## src/rtl/serial_adder.sv

```systemverilog
// serial_adder: bit-serial adder built from a one-bit full-adder cell and a
// registered carry. Adds a + b + cin LSB first, one bit per clock, with a
// valid/ready load handshake upstream and a valid/ready result handshake
// downstream.
// Optional feature: define SERIAL_ADDER_OVF_EN to add the signed-overflow
// output ovf (carry into MSB XOR carry out of MSB), held with the result.
module serial_adder #(
  parameter int WIDTH = 8
) (
  input  logic             clk,
  input  logic             reset,
  input  logic             start_valid,
  output logic             start_ready,
  input  logic [WIDTH-1:0] a,
  input  logic [WIDTH-1:0] b,
  input  logic             cin,
  output logic [WIDTH-1:0] sum,
  output logic             cout,
`ifdef SERIAL_ADDER_OVF_EN
  output logic             ovf,
`endif
  output logic             done_valid,
  input  logic             done_ready
);

  localparam int CW = $clog2(WIDTH + 1);
  localparam logic [CW-1:0] LAST_CNT = CW'(WIDTH - 1);

  typedef enum logic [1:0] {
    ST_IDLE = 2'd0,
    ST_RUN  = 2'd1,
    ST_DONE = 2'd2
  } state_t;

  // One-bit full-adder cell: returns {carry_out, sum_bit}.
  function automatic logic [1:0] full_add(input logic x, input logic y, input logic ci);
    full_add = {(x & y) | ((x ^ y) & ci), x ^ y ^ ci};
  endfunction

  state_t           state_r;
  state_t           state_nx_s;
  logic             start_ready_r;
  logic             start_ready_nx_s;
  logic             done_valid_r;
  logic             done_valid_nx_s;
  logic [WIDTH-1:0] a_sh_r;
  logic [WIDTH-1:0] b_sh_r;
  logic [WIDTH-1:0] sum_r;
  logic [WIDTH-1:0] sum_nx_s;
  logic             carry_r;
  logic             cout_r;
  logic [CW-1:0]    cnt_r;
  logic [1:0]       fa_s;
  logic             bit_s;
  logic             carry_nx_s;
  logic             last_bit_s;
  logic             accept_s;
  logic             run_s;
`ifdef SERIAL_ADDER_OVF_EN
  logic             ovf_r;
`endif

  assign fa_s       = full_add(a_sh_r[0], b_sh_r[0], carry_r);
  assign bit_s      = fa_s[0];
  assign carry_nx_s = fa_s[1];
  assign last_bit_s = (cnt_r == LAST_CNT);
  assign accept_s   = (state_r == ST_IDLE) && start_valid;
  assign run_s      = (state_r == ST_RUN);

  // Result shift: old bits move toward the LSB, the new sum bit enters at the MSB.
  always_comb begin
    sum_nx_s = sum_r >> 1;
    sum_nx_s[WIDTH-1] = bit_s;
  end

  // Next-state logic: IDLE -> RUN on accept, RUN -> DONE on the last bit, DONE -> IDLE on result handshake.
  always_comb begin
    state_nx_s = state_r;
    case (state_r)
      ST_IDLE: begin
        if (start_valid) state_nx_s = ST_RUN;
        else             state_nx_s = ST_IDLE;
      end
      ST_RUN: begin
        if (last_bit_s) state_nx_s = ST_DONE;
        else            state_nx_s = ST_RUN;
      end
      ST_DONE: begin
        if (done_ready) state_nx_s = ST_IDLE;
        else            state_nx_s = ST_DONE;
      end
      default: state_nx_s = ST_IDLE;
    endcase
  end

  // Output decode of the upcoming state so the handshake outputs come straight from flops.
  always_comb begin
    start_ready_nx_s = 1'b0;
    done_valid_nx_s  = 1'b0;
    case (state_nx_s)
      ST_IDLE: begin
        start_ready_nx_s = 1'b1;
        done_valid_nx_s  = 1'b0;
      end
      ST_RUN: begin
        start_ready_nx_s = 1'b0;
        done_valid_nx_s  = 1'b0;
      end
      ST_DONE: begin
        start_ready_nx_s = 1'b0;
        done_valid_nx_s  = 1'b1;
      end
      default: begin
        start_ready_nx_s = 1'b0;
        done_valid_nx_s  = 1'b0;
      end
    endcase
  end

  // State and handshake-output registers; reset returns to IDLE ready to accept.
  always_ff @(posedge clk) begin
    if (reset) begin
      state_r       <= ST_IDLE;
      start_ready_r <= 1'b1;
      done_valid_r  <= 1'b0;
    end else begin
      state_r       <= state_nx_s;
      start_ready_r <= start_ready_nx_s;
      done_valid_r  <= done_valid_nx_s;
    end
  end

  // Datapath: load operands on accept, then one full-adder step per RUN edge.
  always_ff @(posedge clk) begin
    if (reset) begin
      a_sh_r  <= '0;
      b_sh_r  <= '0;
      sum_r   <= '0;
      carry_r <= 1'b0;
      cout_r  <= 1'b0;
      cnt_r   <= '0;
`ifdef SERIAL_ADDER_OVF_EN
      ovf_r   <= 1'b0;
`endif
    end else if (accept_s) begin
      a_sh_r  <= a;
      b_sh_r  <= b;
      sum_r   <= '0;
      carry_r <= cin;
      cout_r  <= 1'b0;
      cnt_r   <= '0;
`ifdef SERIAL_ADDER_OVF_EN
      ovf_r   <= 1'b0;
`endif
    end else if (run_s) begin
      a_sh_r  <= a_sh_r >> 1;
      b_sh_r  <= b_sh_r >> 1;
      sum_r   <= sum_nx_s;
      carry_r <= carry_nx_s;
      cnt_r   <= cnt_r + CW'(1);
      if (last_bit_s) begin
        cout_r <= carry_nx_s;
`ifdef SERIAL_ADDER_OVF_EN
        // carry_r is the carry into the MSB on the last step; for WIDTH=1 it is cin.
        ovf_r  <= carry_r ^ carry_nx_s;
`endif
      end
    end
  end

  assign start_ready = start_ready_r;
  assign done_valid  = done_valid_r;
  assign sum         = sum_r;
  assign cout        = cout_r;
`ifdef SERIAL_ADDER_OVF_EN
  assign ovf         = ovf_r;
`endif

endmodule

```

## config.mk

```make
export PLATFORM = sky130hd
export DESIGN_NAME = serial_adder
export DESIGN_NICKNAME = d
export VERILOG_FILES = /design/src/rtl/serial_adder.sv
export SDC_FILE = /design/constraint.sdc
export NUM_CORES = 1
export LEC_CHECK = 0
export CAP_MARGIN = 10
export CORE_ASPECT_RATIO = 1.75
export CORE_MARGIN = 8
export CORE_UTILIZATION = 44
export CTS_CLUSTER_DIAMETER = 120
export CTS_CLUSTER_SIZE = 16
export DETAILED_ROUTE_END_ITERATION = 10
export PLACE_DENSITY_LB_ADDON = 0.12
export SLEW_MARGIN = 20
export SYNTH_ARGS = -nofsm -noshare
export SYNTH_HDL_FRONTEND = slang
export SYNTH_SLANG_ARGS = --single-unit
```

## constraint.sdc

```tcl
create_clock -name clk -period 1.27 [get_ports clk]
set_input_delay 0.1905 -clock clk [delete_from_list [all_inputs] [get_ports clk]]
set_output_delay 0.1905 -clock clk [all_outputs]
set_load 0.02 [all_outputs]
```

==> results.py, run 1 <==
metrics = {
    "cells_and_area": {
        "fillers": 283,
        "utilization_pct": 63.9,
        "multi_input_area_sq_um": 717,
        "syn_to_final_growth_pct": 37.7,
        "fin_nets": 233,
        "n_antenna_cell": 0,
        "layout-drive-gt1-share_pct": 16.6,
        "register_area_sq_um": 688,
        "design_area_sq_um": 2010,
    },
    "grt": {
        "grt_antenna_before_repair": 0,
        "grt_max_degree": 15,
        "grt.overflow.total": 0,
        "globalRouteTotalUtil_pct": 14.0,
        "grt_pass1_wl_um": 6090,
        "grt_pass1_vias": 1395,
    },
    "timing": {
        "skew_ns": 0.00848,
        "rsz0062_at_grt": "true",
        "period_minus_slack_ns": 1.23,
        "max_clock_freq_ghz": 0.812,
        "worst_slew_pin_slew_ns": 0.276,
        "worst_slack_ns": 0.0377,
        "slew_headroom_pct": 81.5,
        "whs_ns": 0.459,
        "slew_viol_final": 0,
        "final-setup-viol-count": 0,
        "fin_crit_sh_pct": 97.0,
        "hold_viol": 0,
    },
    "yosys": {
        "syn_nets": 193,
        "synth_area_sq_um": 1460,
        "synth.top_cell.area_share_pct": 46.7,
        "synth_cells": 170,
        "ys_seq_area_share_pct": 46.7,
        "synth_mux_area_share_pct": 0,
        "synth_edf_count": 0,
        "synth_warnings": 0,
        "yosys.area.top_type": "dfxtp_1",
        "async_flop_share_pct": 0,
        "synth_cell_types": 33,
        "synth_flop_cell": "dfxtp_1",
        "avgSynthCellArea_sq_um": 8.57,
        "yosys.cell_count.top_type": "dfxtp_1",
        "synth_top_family_by_area": "simple AND/OR/NAND/NOR gates",
        "synth-xor-area-share_pct": 1.20,
        "yosys_register_bits": 34,
        "yosys-top-cells-area": "dfxtp_1 (47%), a21oi_1 (8.9%), nand2_1 (7.5%)",
        "yosys-top-cells-count": "dfxtp_1 (34), nand2_1 (29), a21oi_1 (26)",
        "synth_compound_area_share_pct": 19.1,
        "synth_simple_gate_area_share_pct": 25.1,
        "synthAdderAreaFrac_pct": 2.23,
    },
    "worst_setup_path": {
        "path_max_fanout": 13,
        "cp_top_family": "simple AND/OR/NAND/NOR gates",
        "critPathBufInv": 1,
        "ff2ff_setup_slack_ns": 0.04,
        "worstPathArrival_ns": 1.41,
        "critPathMaxStageDelay_ns": 0.41,
        "r2r_start": "state_r[0]",
        "critPathLaunch": "state_r[0]",
        "rr_worst_depth": 4,
        "endpoint_kind": "register",
        "critical_path_required_ns": 1.45,
        "cp_cell_sequence": "or3b_4, nand2b_1, buf_12, nor2_1",
        "critPathKind": "register to register",
        "crit_slowest_cell": "or3b_4",
        "timing.rr.end": "cnt_r[2]",
        "cp-start-kind": "register",
    },
    "route": {
        "vias_per_cell": 5.12,
        "drtAntennaViolNets": 0,
        "firstDrtPassIters": 4,
        "remaining_drc_errors": 0,
        "num_vias": 1301,
        "drt_iter0_markers": 11,
        "drt-total-wl_um": 3460,
        "post_drt_wl_per_cell_um": 13.6,
    },
    "min_path": {
        "hold_start": "sum[0]",
        "hold_path.class": "register to register",
        "worstHoldEndpoint": "sum[0]",
        "whs_path_depth": 2,
    },
    "power": {
        "p_per_area_nw_per_um2": 1230,
        "power_mw": 2.46,
        "leakage_nw": 0.793,
        "irDropWorstVdd_uv": 860,
    },
    "placed_design": {
        "dp_slack_ns": -0.384,
        "post_dp_cell_area_sq_um": 1870,
        "gp_congestion": 0.760,
        "hpwl_um": 2580,
        "io_buffers": 31,
    },
    "cts": {
        "htree_levels": 2,
        "cts_root_buf": "clkbuf_8",
        "cts_tree": "yes",
        "clk_path_buf_depth": 2,
        "cts_buffers": 5,
        "clock_latency_ns": 0.28,
        "cts.clk_slew.worst_paths_ns": 0.07,
        "clock-sinks": 34,
        "hold_buffers": 0,
    },
    "floorplanning": {
        "boundaryPins": 32,
        "die_y_um": 92.1,
        "die_area_sq_um": 5480,
        "row_count": 27,
        "start_util_pct": 46.4,
        "core_area_sq_um": 3140,
        "die_w_um": 59.5,
    },
    "run_status": {
        "status": "finished clean",
    },
    "flow_run": {
        "cap_violations": 0,
    },
}
-- flip-flops by register name (all words and copies together) (netlist names) --
signal and count:
start_ready 1, carry_r 1, cout 1, sum 8
a_sh_r 8, state_r 2, cnt_r 4, done_valid 1
b_sh_r 8
-- through the flow --
stage               setup TNS [ns]  std cells
floorplan                        0        170
global placement             -9.44        244
detailed placement          -10.27        244
CTS                              0        254
global route              -0.00630        254
finish                           0        254
-- how the worst max path moves through the flow --
| stage | depth (start not counted) | endpoint | slack (ns) |
|---|---|---|---|
| after floorplan | 4 | b_sh_r[1] | 0.03 |
| after global routing | 4 | a_sh_r[0] | -0.003 |
| final | 4 | cnt_r[2] | 0.04 |
| after detailed placement | 5 | a_sh_r[0] | -0.38 |
| after CTS | 4 | b_sh_r[5] | 0.005 |
| after global placement | 5 | b_sh_r[5] | -0.36 |
-- layer usage --
metal,GRT usage (%),part of all wire (%),vias to the layer above
met5,0,0,-
met4,5.81,1.5,0
met3,4.34,4.0,6
met2,26.1,57,21
met1,13.1,37,613
li1,-,-,661
-- timing repair --
action                                  CTS  global route
hold endpoints to repair                  0             0
endpoints found under the setup margin   39            20
resized for setup                        14             9
pin swaps                                 0             1
setup buffers                             2             0
-- cell families after synthesis --
group / Yosys count
AND/OR/NAND/NOR: 74
AO/OA/AOI/OAI: 46
flip-flops: 34
buffers and inverters: 12
XOR/XNOR: 2
adder cells (fa/ha/maj): 2
-- report_power, final --
part / internal [mW] / total (mW) / switching [mW]
Combinational: 0.191 / 0.350 / 0.159
Sequential: 1.12 / 1.16 / 0.0382
Clock: 0.587 / 0.958 / 0.371
Total: 1.90 / 2.46 / 0.568
-- cells in the final DEF, fill, tap and decap left out, drive strengths merged, types with 3 or more instances in the layout --
cell,n
dfxtp,34
nand2,29
a21oi,26
nor2,21
clkdlybuf4s50,19
buf,14
dlygate4sd2,12
a211oi,11
clkbuf,7
or3b,5
nor3,4
nand2b,3
or2b,3
-- final cells by class --
cell class	count	share of cell area, %
tap	43	2.68
sequential	34	34.3
clock buffer	7	3.80
multi-input combinational	124	35.7
timing repair buffer	45	22.0
clock inverter	1	1.50
-- worst min-delay path, stage by stage, from the launching register on --
cell,delay [ns]
dfxtp_1,0.31
nand2_1,0.05
a21oi_1,0.05
Note: power is estimated with default switching activity, not from simulation.
==> run 2: changes to the inputs <==
SKIP_LAST_GASP = 1   (was unset)
TNS_END_PERCENT = 30   (was unset)
==> results.py, run 2 (synthesis gave the netlist of run 1 again) <==
metrics = {
    "floorplanning": {
        "die_y_um": 92.1,
        "core_area_sq_um": 3140,
        "die_area_sq_um": 5480,
        "die_w_um": 59.5,
        "row_count": 27,
        "start_util_pct": 46.4,
        "boundaryPins": 32,
    },
    "cells_and_area": {
        "utilization_pct": 63.9,
        "layout-drive-gt1-share_pct": 15.7,
        "fin_nets": 232,
        "design_area_sq_um": 2010,
        "syn_to_final_growth_pct": 37.8,
        "n_antenna_cell": 0,
        "mostFrequentLayoutCell": "dfxtp_1",
        "final_cell_mix": "dfxtp_1 (32), nand2_1 (28), a21oi_1 (26), nor2_1 (21), clkdlybuf4s50_1 (19)",
        "fillers": 282,
        "final_cells": 253,
    },
    "timing": {
        "rsz0062_at_grt": "true",
        "worst_slew_pin_slew_ns": 0.279,
        "max_clock_freq_ghz": 0.822,
        "final-setup-viol-count": 0,
        "fin_crit_sh_pct": 95.8,
        "slew_viol_final": 0,
        "slew_headroom_pct": 81.3,
        "setup-tns-final_ns": 0,
        "skew_ns": 0.00928,
        "hold_viol": 0,
        "period_minus_slack_ns": 1.22,
    },
    "flow_run": {
        "cap_violations": 0,
    },
    "route": {
        "vias_per_cell": 5.16,
        "drt-total-wl_um": 3500,
        "remaining_drc_errors": 0,
        "drtAntennaViolNets": 0,
        "drt_iter0_markers": 18,
        "firstDrtPassIters": 4,
        "num_vias": 1305,
        "post_drt_wl_per_cell_um": 13.8,
    },
    "cts": {
        "cts_tree": "yes",
        "clk_path_buf_depth": 2,
        "cts.clk_slew.worst_paths_ns": 0.07,
        "clock-sinks": 34,
        "cts_buffers": 5,
        "hold_buffers": 0,
        "cts_root_buf": "clkbuf_8",
        "clock_latency_ns": 0.28,
        "htree_levels": 2,
    },
    "grt": {
        "grt.overflow.total": 0,
        "grt_max_degree": 15,
        "grt_pass1_vias": 1389,
        "globalRouteTotalUtil_pct": 14.0,
        "grt_pass1_wl_um": 6090,
        "grt_antenna_before_repair": 0,
    },
    "worst_setup_path": {
        "worstPathArrival_ns": 1.39,
        "path_max_fanout": 13,
        "critPathMaxStageDelay_ns": 0.41,
        "critPathKind": "register to register",
        "cp_top_family": "simple AND/OR/NAND/NOR gates",
        "crit_slowest_cell": "or3b_4",
        "endpoint_kind": "register",
        "cp_cell_sequence": "or3b_4, nand2b_1, buf_12, nor2_1",
        "cp-start-kind": "register",
        "critPathBufInv": 1,
        "critical_path_required_ns": 1.45,
    },
    "power": {
        "power_mw": 2.47,
        "p_per_area_nw_per_um2": 1230,
        "leakage_nw": 0.805,
        "irDropWorstVdd_uv": 830,
    },
    "min_path": {
        "hold_path.class": "register to register",
    },
    "placed_design": {
        "gp_congestion": 0.760,
        "hpwl_um": 2580,
        "post_dp_cell_area_sq_um": 1870,
        "place_inst": 244,
        "io_buffers": 31,
    },
    "run_status": {
        "status": "finished clean",
    },
}
[run 2: cell types whose count changed in the layout (fill, tap and decap cells not counted), sizes merged]
cell	delta
buf	-1
dlygate4sd2	-1
dlymetal6s2s	+1
[run 2: worst register-to-register path, cell delays in order (launching register included)]
cell      delay (ns)
dfxtp_4         0.38
or3b_4          0.41
nand2b_1        0.13
buf_12          0.14
nor2_1          0.05
[run 2: where the power goes]
part | switching [mW] | internal [mW]
sequential | 0.0365 | 1.12
clock | 0.374 | 0.587
combinational | 0.163 | 0.190
[run 2: area by class of cell]
class                   count  area (sq um)  area share (%)
multi-input cells         124           718            35.8
repair buffers             44           442            22.0
flip-flops and latches     34           688            34.3
well taps                  43          53.8            2.68
clock inverters             1          30.0            1.50
clock buffers               7          76.3            3.80
[run 2: per-layer routing]
metal | vias up | wire length, um | global-route usage [%] | part of all wire (%)
li1 | 661 | - | - | -
met1 | 617 | 1310 | 13.1 | 38
met2 | 21 | 2000 | 26.2 | 57
met3 | 6 | 134 | 4.20 | 3.8
met4 | 0 | 55 | 5.81 | 1.6
met5 | - | 0 | 0 | 0
[run 2: per-stage QoR]
step	worst slack, ns	hold slack (ns)
after CTS	-0.117	0.464
after detailed placement	-0.384	0.455
after global routing	-0.0286	0.485
after global placement	-0.356	0.440
final	0.0539	0.459
after floorplan	0.0322	0.255
[run 2: what timing repair did]
item	in CTS	in global routing
endpoints found under the setup margin	39	25
setup buffers	0	1
gates resized for setup	13	12
[run 2: path summary, 6_finish.rpt]
kind	to	depth (start not counted)	slack (ns)	startpoint
worst min-delay path	sum[0]	2	0.46	sum[0]
worst min register to register	sum[0]	2	0.46	sum[0]
worst max register to register	cnt_r[2]	4	0.05	state_r[0]
worst max-delay path	cnt_r[2]	4	0.05	state_r[0]
==> run 3: changes to the inputs <==
CORE_MARGIN = unset   (was 8)
CTS_CLUSTER_DIAMETER = 50   (was 120)
==> results.py, run 3 (synthesis gave the netlist of run 1 again) <==
metrics = {
    "power": {
        "irDropWorstVdd_uv": 839,
        "leakage_nw": 0.825,
        "p_per_area_nw_per_um2": 1230,
    },
    "timing": {
        "worst_slew_pin_slew_ns": 0.283,
        "whs_ns": 0.451,
        "rsz0062_at_grt": "true",
        "fin_crit_sh_pct": 98.6,
        "hold_viol": 0,
        "skew_ns": 0.00604,
        "slew_headroom_pct": 81.1,
        "worst_slack_ns": 0.0175,
        "period_minus_slack_ns": 1.25,
        "final-setup-viol-count": 0,
        "max_clock_freq_ghz": 0.798,
        "setup-tns-final_ns": 0,
        "slew_viol_final": 0,
    },
    "cts": {
        "clock-sinks": 34,
        "cts.clk_slew.worst_paths_ns": 0.07,
        "cts_buffers": 5,
        "clock_latency_ns": 0.29,
        "cts_root_buf": "clkbuf_8",
        "clk_path_buf_depth": 2,
        "hold_buffers": 0,
        "cts_tree": "yes",
        "htree_levels": 2,
    },
    "floorplanning": {
        "die_w_um": 45.5,
        "die_y_um": 78.1,
        "start_util_pct": 46.4,
        "boundaryPins": 32,
        "row_count": 27,
        "die_area_sq_um": 3560,
        "core_area_sq_um": 3140,
    },
    "cells_and_area": {
        "final_cell_mix": "dfxtp_1 (32), nand2_1 (29), a21oi_1 (26), nor2_1 (21), clkdlybuf4s50_1 (19)",
        "design_area_sq_um": 2010,
        "register_area_sq_um": 686,
        "layout-drive-gt1-share_pct": 15.0,
        "multi_input_area_sq_um": 699,
        "utilization_pct": 63.9,
        "mostFrequentLayoutCell": "dfxtp_1",
        "n_antenna_cell": 0,
        "fin_nets": 235,
        "fillers": 287,
        "syn_to_final_growth_pct": 37.7,
    },
    "worst_setup_path": {
        "critical_path_required_ns": 1.46,
        "worstPathArrival_ns": 1.45,
        "cp_cell_sequence": "nor3b_4, buf_12, a21oi_1, a211oi_1",
        "critPathKind": "register to register",
        "crit_slowest_cell": "dfxtp_4",
        "cp-start-kind": "register",
        "critPathMaxStageDelay_ns": 0.40,
        "endpoint_kind": "register",
        "path_max_fanout": 14,
    },
    "placed_design": {
        "io_buffers": 31,
        "hpwl_um": 2300,
        "dp_slack_ns": -0.338,
        "gp_congestion": 0.781,
        "post_dp_cell_area_sq_um": 1870,
    },
    "grt": {
        "globalRouteTotalUtil_pct": 20.5,
        "grt_pass1_vias": 1236,
        "grt.overflow.total": 0,
        "grt_antenna_before_repair": 0,
        "grt_max_degree": 15,
        "grt_pass1_wl_um": 5330,
    },
    "flow_run": {
        "cap_violations": 0,
    },
    "route": {
        "num_vias": 1308,
        "drt_iter0_markers": 12,
        "firstDrtPassIters": 4,
        "remaining_drc_errors": 0,
        "vias_per_cell": 5.11,
        "drt-total-wl_um": 3270,
        "post_drt_wl_per_cell_um": 12.8,
        "drtAntennaViolNets": 0,
    },
    "min_path": {
        "hold_path.class": "register to register",
    },
    "run_status": {
        "status": "finished clean",
    },
}
run 3: per-layer routing:
metal	wire length, um	vias to the layer above	part of all wire (%)	global-route usage [%]
met5	0	-	0	0
met4	84	0	2.6	10.0
met3	98	9	3.0	5.52
met2	1770	23	54	36.1
met1	1320	609	40	20.8
li1	-	667	-	-
run 3: path summary, 6_finish.rpt:
path / startpoint / to / slack [ns] / cells past startpoint
hold / removal: sum[0] / sum[0] / 0.45 / 2
hold reg to reg: sum[0] / sum[0] / 0.45 / 2
setup / recovery: state_r[0] / a_sh_r[6] / 0.02 / 4
setup reg to reg: state_r[0] / a_sh_r[6] / 0.02 / 4
run 3: repair_timing:
item | in CTS | in global routing
gates resized for setup | 10 | 7
setup endpoints to repair | 36 | 33
pin swaps | 0 | 0
buffers inserted | 0 | 2
gates cloned | 0 | 1
run 3: report_power, final:
group | switching [mW] | total (mW) | internal (mW)
registers | 0.0387 | 1.16 | 1.12
logic | 0.156 | 0.348 | 0.192
clock network | 0.382 | 0.969 | 0.587
total | 0.577 | 2.48 | 1.90
run 3: area by class of cell:
| cell class | count | share of cell area [%] |
|---|---|---|
| Clock buffer | 7 | 3.80 |
| Clock inverter | 1 | 1.50 |
| Multi-Input combinational cell | 124 | 34.9 |
| Sequential cell | 34 | 34.2 |
| Tap cell | 43 | 2.68 |
| Timing Repair Buffer | 47 | 23.0 |
run 3: metrics by stage:
stage	std cells	total power, mW
after floorplan	170	1.37
final	256	2.48
after global routing	256	2.58
after CTS	253	2.49
after detailed placement	245	1.52
after global placement	245	1.51
run 3: worst max-delay path, delay by kind of cell (launching register included):
family,cells,cell delay (ns)
buffers and inverters,1,0.17
AO/OA/AOI/OAI,2,0.33
AND/OR/NAND/NOR,1,0.26
flip-flops,1,0.40
